===== src/rtl/mips_mc_pkg.sv =====
// rtl/mips_mc_pkg.sv - shared types and encodings for the multicycle MIPS control unit
// Holds the FSM state enum, instruction classes, opcode/funct constants and
// the aluop, pcsrc, alusrcb, regdst, regvalue and cause encodings.
package mips_mc_pkg;

    typedef enum logic [3:0] {
        S_FETCH  = 4'd0,
        S_DECODE = 4'd1,
        S_MEMADR = 4'd2,
        S_MEMRD  = 4'd3,
        S_MEMWB  = 4'd4,
        S_MEMWR  = 4'd5,
        S_EXEC   = 4'd6,
        S_ALUWB  = 4'd7,
        S_BRANCH = 4'd8,
        S_JUMP   = 4'd9,
        S_MULDIV = 4'd10,
        S_EXCEPT = 4'd11
    } state_t;

    typedef enum logic [3:0] {
        IC_UNDEF, IC_LOAD, IC_STORE, IC_RTYPE, IC_ITYPE,
        IC_JR, IC_MULDIV, IC_BRANCH, IC_JUMP, IC_JAL
    } iclass_t;

    typedef enum logic [1:0] {BR_EQ, BR_NE, BR_GE, BR_LT} brkind_t;

    // Opcodes; bge/bl reuse the blez/bgtz slots of the classic map.
    localparam logic [5:0] OP_RTYPE = 6'h00;
    localparam logic [5:0] OP_J     = 6'h02;
    localparam logic [5:0] OP_JAL   = 6'h03;
    localparam logic [5:0] OP_BEQ   = 6'h04;
    localparam logic [5:0] OP_BNE   = 6'h05;
    localparam logic [5:0] OP_BL    = 6'h06;
    localparam logic [5:0] OP_BGE   = 6'h07;
    localparam logic [5:0] OP_ADDI  = 6'h08;
    localparam logic [5:0] OP_ADDIU = 6'h09;
    localparam logic [5:0] OP_SLTI  = 6'h0a;
    localparam logic [5:0] OP_SLTIU = 6'h0b;
    localparam logic [5:0] OP_ANDI  = 6'h0c;
    localparam logic [5:0] OP_ORI   = 6'h0d;
    localparam logic [5:0] OP_XORI  = 6'h0e;
    localparam logic [5:0] OP_LUI   = 6'h0f;
    localparam logic [5:0] OP_LB    = 6'h20;
    localparam logic [5:0] OP_LH    = 6'h21;
    localparam logic [5:0] OP_LW    = 6'h23;
    localparam logic [5:0] OP_LBU   = 6'h24;
    localparam logic [5:0] OP_LHU   = 6'h25;
    localparam logic [5:0] OP_SB    = 6'h28;
    localparam logic [5:0] OP_SH    = 6'h29;
    localparam logic [5:0] OP_SW    = 6'h2b;

    localparam logic [5:0] FN_SLL   = 6'h00;
    localparam logic [5:0] FN_SRL   = 6'h02;
    localparam logic [5:0] FN_SRA   = 6'h03;
    localparam logic [5:0] FN_JR    = 6'h08;
    localparam logic [5:0] FN_MULT  = 6'h18;
    localparam logic [5:0] FN_MULTU = 6'h19;
    localparam logic [5:0] FN_DIV   = 6'h1a;
    localparam logic [5:0] FN_DIVU  = 6'h1b;
    localparam logic [5:0] FN_ADD   = 6'h20;
    localparam logic [5:0] FN_ADDU  = 6'h21;
    localparam logic [5:0] FN_SUB   = 6'h22;
    localparam logic [5:0] FN_SUBU  = 6'h23;
    localparam logic [5:0] FN_AND   = 6'h24;
    localparam logic [5:0] FN_OR    = 6'h25;
    localparam logic [5:0] FN_XOR   = 6'h26;
    localparam logic [5:0] FN_NOR   = 6'h27;
    localparam logic [5:0] FN_SLT   = 6'h2a;
    localparam logic [5:0] FN_SLTU  = 6'h2b;

    localparam logic [3:0] ALU_ADD  = 4'd0;
    localparam logic [3:0] ALU_SUB  = 4'd1;
    localparam logic [3:0] ALU_AND  = 4'd2;
    localparam logic [3:0] ALU_OR   = 4'd3;
    localparam logic [3:0] ALU_XOR  = 4'd4;
    localparam logic [3:0] ALU_NOR  = 4'd5;
    localparam logic [3:0] ALU_SLT  = 4'd6;
    localparam logic [3:0] ALU_SLTU = 4'd7;
    localparam logic [3:0] ALU_SLL  = 4'd8;
    localparam logic [3:0] ALU_SRL  = 4'd9;
    localparam logic [3:0] ALU_SRA  = 4'd10;
    localparam logic [3:0] ALU_LUI  = 4'd11;

    localparam logic [1:0] PCSRC_ALU  = 2'b00;
    localparam logic [1:0] PCSRC_OUT  = 2'b01;
    localparam logic [1:0] PCSRC_JMP  = 2'b10;
    localparam logic [1:0] PCSRC_EXC  = 2'b11;

    localparam logic [1:0] SRCB_RT    = 2'b00;
    localparam logic [1:0] SRCB_FOUR  = 2'b01;
    localparam logic [1:0] SRCB_IMM   = 2'b10;
    localparam logic [1:0] SRCB_IMMSH = 2'b11;

    localparam logic [1:0] RD_RT  = 2'b00;
    localparam logic [1:0] RD_RD  = 2'b01;
    localparam logic [1:0] RD_R31 = 2'b10;

    localparam logic [2:0] RV_ALU = 3'b000;
    localparam logic [2:0] RV_MEM = 3'b001;
    localparam logic [2:0] RV_PC  = 3'b010;

    localparam logic [1:0] MSZ_NONE = 2'b00;
    localparam logic [1:0] MSZ_BYTE = 2'b01;
    localparam logic [1:0] MSZ_HALF = 2'b10;
    localparam logic [1:0] MSZ_WORD = 2'b11;

    localparam logic [1:0] CAUSE_UNDEF = 2'b00;
    localparam logic [1:0] CAUSE_OVF   = 2'b01;
    localparam logic [1:0] CAUSE_BUS   = 2'b10;

endpackage


===== src/rtl/mips_mc_opdec.sv =====
// rtl/mips_mc_opdec.sv - combinational op/funct decoder for the multicycle control unit
// Ports: op, funct (instruction fields) in; iclass (dispatch class), alu_op,
// mem_size (store size), mem_sign (load sign-extend), br_kind, ovf_chk
// (instruction traps on signed overflow) out.
module mips_mc_opdec
    import mips_mc_pkg::*;
(
    input  logic [5:0] op,
    input  logic [5:0] funct,
    output iclass_t    iclass,
    output logic [3:0] alu_op,
    output logic [1:0] mem_size,
    output logic       mem_sign,
    output brkind_t    br_kind,
    output logic       ovf_chk
);

    always_comb begin
        iclass   = IC_UNDEF;
        alu_op   = ALU_ADD;
        mem_size = MSZ_NONE;
        mem_sign = 1'b0;
        br_kind  = BR_EQ;
        ovf_chk  = 1'b0;
        case (op)
            OP_RTYPE: begin
                iclass = IC_RTYPE;
                case (funct)
                    FN_ADD:  ovf_chk = 1'b1;
                    FN_ADDU: alu_op = ALU_ADD;
                    FN_SUB:  begin alu_op = ALU_SUB; ovf_chk = 1'b1; end
                    FN_SUBU: alu_op = ALU_SUB;
                    FN_AND:  alu_op = ALU_AND;
                    FN_OR:   alu_op = ALU_OR;
                    FN_XOR:  alu_op = ALU_XOR;
                    FN_NOR:  alu_op = ALU_NOR;
                    FN_SLT:  alu_op = ALU_SLT;
                    FN_SLTU: alu_op = ALU_SLTU;
                    FN_SLL:  alu_op = ALU_SLL;
                    FN_SRL:  alu_op = ALU_SRL;
                    FN_SRA:  alu_op = ALU_SRA;
                    FN_JR:   iclass = IC_JR;
                    FN_MULT, FN_MULTU, FN_DIV, FN_DIVU: iclass = IC_MULDIV;
                    default: iclass = IC_UNDEF;
                endcase
            end
            OP_LW:           iclass = IC_LOAD;
            OP_LH, OP_LB:    begin iclass = IC_LOAD; mem_sign = 1'b1; end
            OP_LHU, OP_LBU:  iclass = IC_LOAD;
            OP_SW:           begin iclass = IC_STORE; mem_size = MSZ_WORD; end
            OP_SH:           begin iclass = IC_STORE; mem_size = MSZ_HALF; end
            OP_SB:           begin iclass = IC_STORE; mem_size = MSZ_BYTE; end
            OP_ADDI:         begin iclass = IC_ITYPE; ovf_chk = 1'b1; end
            OP_ADDIU:        iclass = IC_ITYPE;
            OP_SLTI:         begin iclass = IC_ITYPE; alu_op = ALU_SLT; end
            OP_SLTIU:        begin iclass = IC_ITYPE; alu_op = ALU_SLTU; end
            OP_ANDI:         begin iclass = IC_ITYPE; alu_op = ALU_AND; end
            OP_ORI:          begin iclass = IC_ITYPE; alu_op = ALU_OR; end
            OP_XORI:         begin iclass = IC_ITYPE; alu_op = ALU_XOR; end
            OP_LUI:          begin iclass = IC_ITYPE; alu_op = ALU_LUI; end
            OP_BEQ:          begin iclass = IC_BRANCH; br_kind = BR_EQ; end
            OP_BNE:          begin iclass = IC_BRANCH; br_kind = BR_NE; end
            OP_BGE:          begin iclass = IC_BRANCH; br_kind = BR_GE; end
            OP_BL:           begin iclass = IC_BRANCH; br_kind = BR_LT; end
            OP_J:            iclass = IC_JUMP;
            OP_JAL:          iclass = IC_JAL;
            default:         iclass = IC_UNDEF;
        endcase
    end

endmodule


===== src/rtl/mips_mc_ctrl.sv =====
// rtl/mips_mc_ctrl.sv - multicycle MIPS control FSM with memory wait/timeout and muldiv sequencing
// Ports: clk, reset (sync, active-high); op/funct from the IR; ALU flags
// zero/lt/overflow; mem_ready handshake. Outputs drive the datapath muxes and
// enables, the memory request, md_start, EPC/Cause writes and state_dbg.
module mips_mc_ctrl
    import mips_mc_pkg::*;
#(
    parameter int MULDIV_CYCLES = 32,
    parameter int MEM_TIMEOUT   = 0,
    parameter int CNT_W         = 6
) (
    input  logic       clk,
    input  logic       reset,
    input  logic [5:0] op,
    input  logic [5:0] funct,
    input  logic       zero,
    input  logic       lt,
    input  logic       overflow,
    input  logic       mem_ready,
    output logic       mem_req,
    output logic [1:0] memwrite,
    output logic       memsign,
    output logic       iord,
    output logic       irwrite,
    output logic       pcen,
    output logic [1:0] pcsrc,
    output logic       alusrca,
    output logic [1:0] alusrcb,
    output logic [3:0] aluop,
    output logic [1:0] regdst,
    output logic [2:0] regvalue,
    output logic       regwrite,
    output logic       md_start,
    output logic       epcwrite,
    output logic       causewrite,
    output logic [1:0] cause,
    output logic [3:0] state_dbg
);

    localparam logic [CNT_W-1:0] MD_LAST = CNT_W'(MULDIV_CYCLES - 1);
    localparam bit               TO_EN   = (MEM_TIMEOUT > 0);
    // Timeout fires on the wait cycle that would take the count to MEM_TIMEOUT.
    localparam logic [CNT_W-1:0] TO_LAST = TO_EN ? CNT_W'(MEM_TIMEOUT - 1) : '0;

    state_t           state_q, state_d;
    logic [CNT_W-1:0] cnt_q, cnt_d;
    logic [1:0]       cause_q, cause_d;
    logic             mem_wait, cnt_inc;

    iclass_t    iclass;
    logic [3:0] alu_op;
    logic [1:0] mem_size;
    logic       mem_sign;
    brkind_t    br_kind;
    logic       ovf_chk;

    mips_mc_opdec u_opdec (
        .op       (op),
        .funct    (funct),
        .iclass   (iclass),
        .alu_op   (alu_op),
        .mem_size (mem_size),
        .mem_sign (mem_sign),
        .br_kind  (br_kind),
        .ovf_chk  (ovf_chk)
    );

    always_ff @(posedge clk) begin
        if (reset) begin
            state_q <= S_FETCH;
            cnt_q   <= '0;
            cause_q <= CAUSE_UNDEF;
        end else begin
            state_q <= state_d;
            cnt_q   <= cnt_d;
            cause_q <= cause_d;
        end
    end

    always_comb begin
        state_d    = state_q;
        cnt_d      = cnt_q;
        cause_d    = cause_q;
        mem_wait   = 1'b0;
        cnt_inc    = 1'b0;
        mem_req    = 1'b0;
        memwrite   = MSZ_NONE;
        memsign    = 1'b0;
        iord       = 1'b0;
        irwrite    = 1'b0;
        pcen       = 1'b0;
        pcsrc      = PCSRC_ALU;
        alusrca    = 1'b0;
        alusrcb    = SRCB_RT;
        aluop      = ALU_ADD;
        regdst     = RD_RT;
        regvalue   = RV_ALU;
        regwrite   = 1'b0;
        md_start   = 1'b0;
        epcwrite   = 1'b0;
        causewrite = 1'b0;
        cause      = CAUSE_UNDEF;
        state_dbg  = 4'd0;

        if (reset) begin
            // Everything held quiet in the reset cycle; PC+4 select is the idle value.
            alusrcb = SRCB_FOUR;
        end else begin
            state_dbg = state_q;
            case (state_q)
                S_FETCH: begin
                    mem_req  = 1'b1;
                    alusrcb  = SRCB_FOUR;
                    mem_wait = 1'b1;
                    if (mem_ready) begin
                        irwrite = 1'b1;
                        pcen    = 1'b1;
                        state_d = S_DECODE;
                    end
                end
                S_DECODE: begin
                    alusrcb = SRCB_IMMSH;
                    case (iclass)
                        IC_LOAD, IC_STORE:                    state_d = S_MEMADR;
                        IC_RTYPE, IC_ITYPE, IC_JR, IC_MULDIV: state_d = S_EXEC;
                        IC_BRANCH:                            state_d = S_BRANCH;
                        IC_JUMP, IC_JAL:                      state_d = S_JUMP;
                        default: begin
                            state_d = S_EXCEPT;
                            cause_d = CAUSE_UNDEF;
                        end
                    endcase
                end
                S_MEMADR: begin
                    alusrca = 1'b1;
                    alusrcb = SRCB_IMM;
                    state_d = (iclass == IC_STORE) ? S_MEMWR : S_MEMRD;
                end
                S_MEMRD: begin
                    mem_req  = 1'b1;
                    iord     = 1'b1;
                    mem_wait = 1'b1;
                    if (mem_ready) state_d = S_MEMWB;
                end
                S_MEMWR: begin
                    mem_req  = 1'b1;
                    iord     = 1'b1;
                    memwrite = mem_size;
                    mem_wait = 1'b1;
                    if (mem_ready) state_d = S_FETCH;
                end
                S_MEMWB: begin
                    regwrite = 1'b1;
                    regvalue = RV_MEM;
                    memsign  = mem_sign;
                    state_d  = S_FETCH;
                end
                S_EXEC: begin
                    alusrca = 1'b1;
                    alusrcb = (iclass == IC_ITYPE) ? SRCB_IMM : SRCB_RT;
                    aluop   = alu_op;
                    if (iclass == IC_JR) begin
                        // rs + $0 through the ALU straight into the PC.
                        pcen    = 1'b1;
                        aluop   = ALU_ADD;
                        state_d = S_FETCH;
                    end else if (iclass == IC_MULDIV) begin
                        md_start = 1'b1;
                        state_d  = S_MULDIV;
                    end else if (ovf_chk && overflow) begin
                        state_d = S_EXCEPT;
                        cause_d = CAUSE_OVF;
                    end else begin
                        state_d = S_ALUWB;
                    end
                end
                S_ALUWB: begin
                    regwrite = 1'b1;
                    regdst   = (iclass == IC_RTYPE) ? RD_RD : RD_RT;
                    state_d  = S_FETCH;
                end
                S_BRANCH: begin
                    alusrca = 1'b1;
                    aluop   = ALU_SUB;
                    pcsrc   = PCSRC_OUT;
                    case (br_kind)
                        BR_EQ:   pcen = zero;
                        BR_NE:   pcen = !zero;
                        BR_GE:   pcen = !lt;
                        default: pcen = lt;
                    endcase
                    state_d = S_FETCH;
                end
                S_JUMP: begin
                    pcen  = 1'b1;
                    pcsrc = PCSRC_JMP;
                    if (iclass == IC_JAL) begin
                        regwrite = 1'b1;
                        regdst   = RD_R31;
                        regvalue = RV_PC;
                    end
                    state_d = S_FETCH;
                end
                S_MULDIV: begin
                    cnt_inc = 1'b1;
                    if (cnt_q == MD_LAST) state_d = S_FETCH;
                end
                S_EXCEPT: begin
                    epcwrite   = 1'b1;
                    causewrite = 1'b1;
                    pcen       = 1'b1;
                    pcsrc      = PCSRC_EXC;
                    cause      = cause_q;
                    state_d    = S_FETCH;
                end
                default: state_d = S_FETCH;
            endcase

            // mem_ready is excluded here, so a late ready on the last cycle still wins.
            if (mem_wait && !mem_ready) begin
                cnt_inc = 1'b1;
                if (TO_EN && cnt_q == TO_LAST) begin
                    state_d = S_EXCEPT;
                    cause_d = CAUSE_BUS;
                end
            end

            if (state_d != state_q) begin
                cnt_d = '0;
            end else if (cnt_inc && cnt_q != '1) begin
                cnt_d = cnt_q + CNT_W'(1);
            end
        end
    end

endmodule


===== config.mk =====
export PLATFORM = sky130hd
export DESIGN_NAME = mips_mc_ctrl
export DESIGN_NICKNAME = d
export VERILOG_FILES = /design/src/rtl/mips_mc_pkg.sv /design/src/rtl/mips_mc_opdec.sv /design/src/rtl/mips_mc_ctrl.sv
export SDC_FILE = /design/constraint.sdc
export NUM_CORES = 1
export LEC_CHECK = 0
export CAP_MARGIN = 20
export CORE_MARGIN = 5
export CORE_UTILIZATION = 54
export CTS_BUF_LIST = sky130_fd_sc_hd__clkbuf_4
export DETAILED_ROUTE_END_ITERATION = 8
export PLACE_DENSITY = 0.92
export SLEW_MARGIN = 10
export SYNTH_ARGS = -nofsm -noshare
export SYNTH_HDL_FRONTEND = slang
export SYNTH_SLANG_ARGS = --single-unit

===== constraint.sdc =====
create_clock -name clk -period 5.35 [get_ports clk]
set_input_delay 0.8025 -clock clk [delete_from_list [all_inputs] [get_ports clk]]
set_output_delay 0.8025 -clock clk [all_outputs]
set_load 0.1 [all_outputs]

==> results of run 1 <==
-- area by class of cell --
cell class | instances | area share
Clock buffer | 3 | 0.0105
Clock inverter | 1 | 0.00233
Inverter | 8 | 0.0140
Multi-Input combinational cell | 201 | 0.645
Sequential cell | 11 | 0.103
Tap cell | 44 | 0.0256
Timing Repair Buffer | 48 | 0.200
-- routing by layer --
layer,global-route usage,up-vias
met1,0.316,900
li1,-,957
met5,0,-
met3,0.0357,2
met4,0.0203,0
met2,0.373,88
-- worst paths after layout --
| path | slack (ns) | endpoint | start | cells after the start |
|---|---|---|---|---|
| worst max-delay path | 0.87 | aluop[3] | op[1] | 8 |
| worst max register to register | 2.98 | cnt_q[5] | state_q[0] | 7 |
| worst min register to register | 0.58 | cnt_q[1] | cnt_q[1] | 2 |
| worst min-delay path | 0.58 | cnt_q[1] | cnt_q[1] | 2 |
-- flip-flops by register name (all words and copies together) (netlist names) --
register,cells
cnt_q,6
cause_q,1
state_q,4
-- worst max-delay path, stage by stage --
cell and delay [ns]:
clkdlybuf4s50_1 0.61, or4_1 0.66, a211oi_2 0.33, a31o_2 0.26
o31ai_2 0.11, a211o_1 0.34, a211oi_1 0.21, buf_4 0.34
-- cell families after synthesis --
| family | share of synthesized area |
|---|---|
| adder cells (fa/ha/maj) | 0.00729 |
| AO/OA/AOI/OAI | 0.310 |
| other | 0.00218 |
| AND/OR/NAND/NOR | 0.410 |
| buffers and inverters | 0.0780 |
| XOR/XNOR | 0.0408 |
| flip-flops | 0.128 |
| multiplexers | 0.0233 |
-- where the power goes --
| part | switching [µW] | internal, µW | total, µW |
|---|---|---|---|
| Clock | 28.5 | 27.7 | 56.3 |
| Sequential | 16.9 | 86.6 | 104 |
| Combinational | 168 | 77.1 | 245 |
-- cell usage in the layout, fill, tap and decap left out, types with 4 or more instances in the layout --
| cell | instances |
|---|---|
| clkdlybuf4s50_1 | 28 |
| nor2_1 | 20 |
| buf_4 | 20 |
| nand2_1 | 18 |
| nor3_1 | 17 |
| nand2b_1 | 12 |
| dfxtp_1 | 11 |
| a21oi_1 | 9 |
| inv_1 | 8 |
| nor2b_1 | 7 |
| nand4_1 | 7 |
| a31oi_1 | 7 |
| nand3_1 | 5 |
| and3_1 | 5 |
| xor2_1 | 4 |
| o31ai_1 | 4 |
| a21o_1 | 4 |
| o21ai_0 | 4 |
| mux2i_1 | 4 |
| xnor2_1 | 4 |
-- metrics by stage --
step           total power, µW  area [µm²]  hold slack, ns  setup TNS (ns)  utilization
3_3_place_gp               346        2120           0.548               0        0.695
4_1_cts                    403        2150           0.574               0        0.704
3_5_place_dp               347        2120           0.561               0        0.695
2_1_floorplan              294        1740           0.513        -0.00859            -
6_report                   405        2150           0.576               0        0.704
5_1_grt                    430        2150           0.627               0        0.704
==> results.py, run 1 <==
metrics = {
    "sta": {
        "min_period_over_period": 0.837,
        "setup_viol": 0,
        "max_freq_ghz": 0.223,
        "relSlewSlack": 0.351,
        "setup_ws_ns": 0.874,
        "rsz0062_at_grt": "false",
        "clock_skew_ns": 0.00325,
        "hold_viol": 0,
        "drv_slew": 0,
        "fin_crit_ns": 4.48,
        "tightest_slew_ns": 0.970,
    },
    "flow_run": {
        "cap_violations": 0,
    },
    "detailed_routing": {
        "vias": 1947,
        "drc": 0,
        "met1Wirelength_um": 2150,
        "met2_length_um": 2280,
        "drt-vias-per-instance": 6.16,
        "routed_wirelength_um": 4780,
        "top_layer": "met4",
        "first_pass_iters": 4,
        "ant_nets": 0,
        "met3_length_um": 355,
        "drtIter0Drc": 272,
        "drt-wirelength-per-cell_um": 15.1,
    },
    "floorplanning": {
        "rows": 20,
        "dieArea_um2": 4410,
        "core_area_um2": 3050,
        "initial_core_util": 0.562,
        "die_w_um": 66.4,
        "fp.dieH_um": 66.4,
        "ios": 49,
    },
    "clocking": {
        "h-tree-depth": 1,
        "numCtsBuffers": 3,
        "holdBufCountCts": 0,
        "cts_root_buf": "clkbuf_4",
        "clk_path_buf_depth": 2,
        "cts_tree": "done",
        "post_cts_resized": 0,
        "clock_sinks": 11,
        "worstSkewPairLatency_ns": 0.27,
        "post-cts-setup-buffer-count": 0,
        "clkTransAtPathRegs_ns": 0.07,
    },
    "worst_setup_path": {
        "arrival_ns": 3.67,
        "worstSetupEndpointType": "primary output",
        "cp_max_fo": 12,
        "required_ns": 4.55,
        "worstSetupStartpointType": "primary input",
        "worstSetupPathType": "primary input to primary output",
    },
    "placed_design": {
        "hpwl_um": 3720,
        "place_congestion": 0.921,
        "dpl.cell_count": 312,
        "io_buffers": 46,
        "pre_cts_ws_ns": 0.938,
    },
    "finish": {
        "area_growth_pct": 25.1,
        "diodes": 0,
        "finalNetCount": 292,
        "fillCellCount": 261,
        "final-seq-area_um2": 220,
        "layout-drive-gt1-share": 0.176,
        "multi_input_area_um2": 1390,
        "fin_cells": 316,
    },
    "global_route": {
        "grt_max_degree": 24,
        "first_global_vias": 1698,
        "antenna_found_initial": 0,
        "grt_pass1_wl_um": 8080,
        "overflow": 0,
        "grt.total_usage": 0.225,
    },
    "yosys": {
        "synthTopCellsByArea": "dfxtp_1, nor3_1, nand2b_1, nor2_1, nand2_1",
        "synth-edff-count": 0,
        "ys_ff_latch": 11,
        "ys_seq_area_frac": 0.128,
        "synth_largest_area_cell": "dfxtp_1",
        "synth.top_cell.area_share": 0.128,
        "syn_area_um2": 1720,
        "avgSynthCellArea_um2": 7.18,
        "synthCells": 239,
        "synth_common_cells": "nor2_1, nand2_1, nor3_1",
        "yosysWarningCount": 0,
        "synthFlopType": "dfxtp_1",
        "yosysMostFrequentCell": "nor2_1",
        "ys_async_sr_fraction": 0,
        "yosysUniqueCellTypes": 65,
    },
    "worst_hold_path": {
        "hold_path_class": "register to register",
    },
    "pwr": {
        "power_density_nw_per_um2": 188,
        "peakVddDrop_uv": 114,
        "p_leak_uw": 0.000754,
    },
    "run_status": {
        "status": "finished, final reports clean",
    },
}
(Power assumes the default switching activity.)
==> run 2: changes to the inputs <==
--- a/config.mk
+++ b/config.mk
@@ -7,10 +7,10 @@
 export LEC_CHECK = 0
 export CAP_MARGIN = 20
 export CORE_MARGIN = 5
-export CORE_UTILIZATION = 54
+export CORE_UTILIZATION = 50
 export CTS_BUF_LIST = sky130_fd_sc_hd__clkbuf_4
 export DETAILED_ROUTE_END_ITERATION = 8
-export PLACE_DENSITY = 0.92
+export PLACE_DENSITY = 0.86
 export SLEW_MARGIN = 10
 export SYNTH_ARGS = -nofsm -noshare
 export SYNTH_HDL_FRONTEND = slang
==> constraint.sdc (replaced) <==
create_clock -name clk -period 4.24 [get_ports clk]
set_input_delay 0.636 -clock clk [delete_from_list [all_inputs] [get_ports clk]]
set_output_delay 0.636 -clock clk [all_outputs]
set_load 0.1 [all_outputs]
==> results.py, run 2 (synthesis gave the netlist of run 1 again) <==
metrics = {
    "run_status": {
        "status": "finished, final reports clean",
    },
    "clocking": {
        "clk_path_buf_depth": 2,
        "cts_root_buf": "clkbuf_4",
        "h-tree-depth": 1,
        "numCtsBuffers": 3,
        "clkTransAtPathRegs_ns": 0.07,
        "worstSkewPairLatency_ns": 0.27,
        "cts_tree": "done",
        "post_cts_resized": 0,
        "post-cts-setup-buffer-count": 0,
        "clock_sinks": 11,
        "holdBufCountCts": 0,
    },
    "floorplanning": {
        "fp.dieH_um": 68.6,
        "initial_core_util": 0.514,
        "dieArea_um2": 4710,
        "rows": 21,
        "die_w_um": 68.6,
        "core_area_um2": 3340,
        "ios": 49,
    },
    "worst_hold_path": {
        "worstHoldPathCells": 2,
        "hold_path_class": "register to register",
    },
    "global_route": {
        "grt_pass1_wl_um": 8580,
        "antenna_found_initial": 0,
        "grt.total_usage": 0.232,
        "overflow": 0,
        "grt_busiest_layer": "met2",
        "use_met1": 0.323,
        "grtUsageMet3": 0.0308,
        "grt_max_degree": 19,
        "met2_usage": 0.375,
        "first_global_vias": 1859,
    },
    "detailed_routing": {
        "first_pass_iters": 4,
        "routed_wirelength_um": 5270,
        "drt-vias-per-instance": 6.21,
        "drt-wirelength-per-cell_um": 16.4,
        "drtIter0Drc": 239,
        "vias": 2000,
        "ant_nets": 0,
        "drc": 0,
    },
    "pwr": {
        "power_density_nw_per_um2": 228,
        "power_frac_comb": 0.617,
        "power_uw": 530,
        "peakVddDrop_uv": 114,
        "p_sw_uw": 280,
        "p_seq_frac": 0.249,
        "p_leak_uw": 0.000828,
        "clockPowerShare": 0.134,
        "internal-power_uw": 250,
        "switching_share": 0.529,
    },
    "sta": {
        "hold_viol": 0,
        "relSlewSlack": 0.516,
        "tightest_slew_ns": 0.722,
        "clock_skew_ns": 0.00576,
        "fin_crit_ns": 3.92,
        "rsz0062_at_grt": "false",
        "setup_ws_ns": 0.323,
        "min_period_over_period": 0.924,
        "max_freq_ghz": 0.255,
        "setup_tns_ns": 0,
        "setup_viol": 0,
        "drv_slew": 0,
    },
    "placed_design": {
        "pre_cts_ws_ns": 0.342,
        "hpwl_um": 4090,
        "place_congestion": 0.916,
        "io_buffers": 46,
        "post_dp_cell_area_um2": 2300,
    },
    "finish": {
        "final_common_cell": "buf_4",
        "layout_common_cells": "buf_4, nand2_1, nor2_1",
        "area_growth_pct": 35.5,
        "diodes": 0,
        "fin_util": 0.697,
        "largestRegisters": "cnt_q (6), state_q (4), cause_q (1)",
        "finalNetCount": 296,
        "top_register": "cnt_q",
        "largest_register_ffs": 6,
        "layout-drive-gt1-share": 0.250,
        "stdcell_area_um2": 2330,
    },
    "worst_setup_path": {
        "arrival_ns": 3.28,
        "worst-r2r-cell-count": 7,
        "worstSetupPathType": "primary input to primary output",
        "cp_max_fo": 10,
        "required_ns": 3.60,
        "worstSetupEndpointType": "primary output",
        "worstSetupStartpointType": "primary input",
    },
    "flow_run": {
        "cap_violations": 0,
    },
}
## run 2: cell types whose count changed in the layout (fill, tap and decap cells not counted), sizes merged
| cell | before | now |
|---|---|---|
| clkdlybuf4s50 | 28 | 17 |
| buf | 20 | 35 |
## run 2: power groups by stage
| stage | clock network, µW | logic (µW) | registers, µW |
|---|---|---|---|
| 6_report | 71.0 | 327 | 132 |
| 5_1_grt | 74.0 | 348 | 134 |
| 4_1_cts | 71.6 | 325 | 131 |
| 3_5_place_dp | 0 | 324 | 133 |
| 3_3_place_gp | 0 | 319 | 133 |
| 2_1_floorplan | 0 | 259 | 116 |
## run 2: metrics by stage
stage | hold slack (ns) | instances
detailed placement | 0.542 | 318
finish | 0.555 | 322
global route | 0.582 | 322
global placement | 0.539 | 318
CTS | 0.552 | 322
floorplan | 0.513 | 240
## run 2: final cells by class
class,instances,area (µm²)
clock buffers,3,22.5
flip-flops and latches,11,220
repair buffers,52,571
inverters,8,30.0
well taps,46,57.6
multi-input cells,201,1420
fillers,272,1010
clock inverters,1,5.00
## run 2: final timing paths
kind         slack [ns]  startpoint          to
max                0.32    funct[3]    aluop[0]
min                0.55  cause_q[0]  cause_q[0]
max reg2reg        1.74  state_q[0]    cnt_q[5]
min reg2reg        0.55  cause_q[0]  cause_q[0]
## run 2: per-layer routing
layer	wire (µm)	part of all wire
met2	2530	0.48
met1	2180	0.41
met4	70	0.013
met5	0	0
met3	480	0.091
## run 2: critical path: stages
cell	delay, ns
clkdlybuf4s50_1	0.64
or3b_4	0.46
a211oi_2	0.34
a31o_2	0.29
o31ai_2	0.10
a211o_1	0.35
o21ai_1	0.24
buf_12	0.21
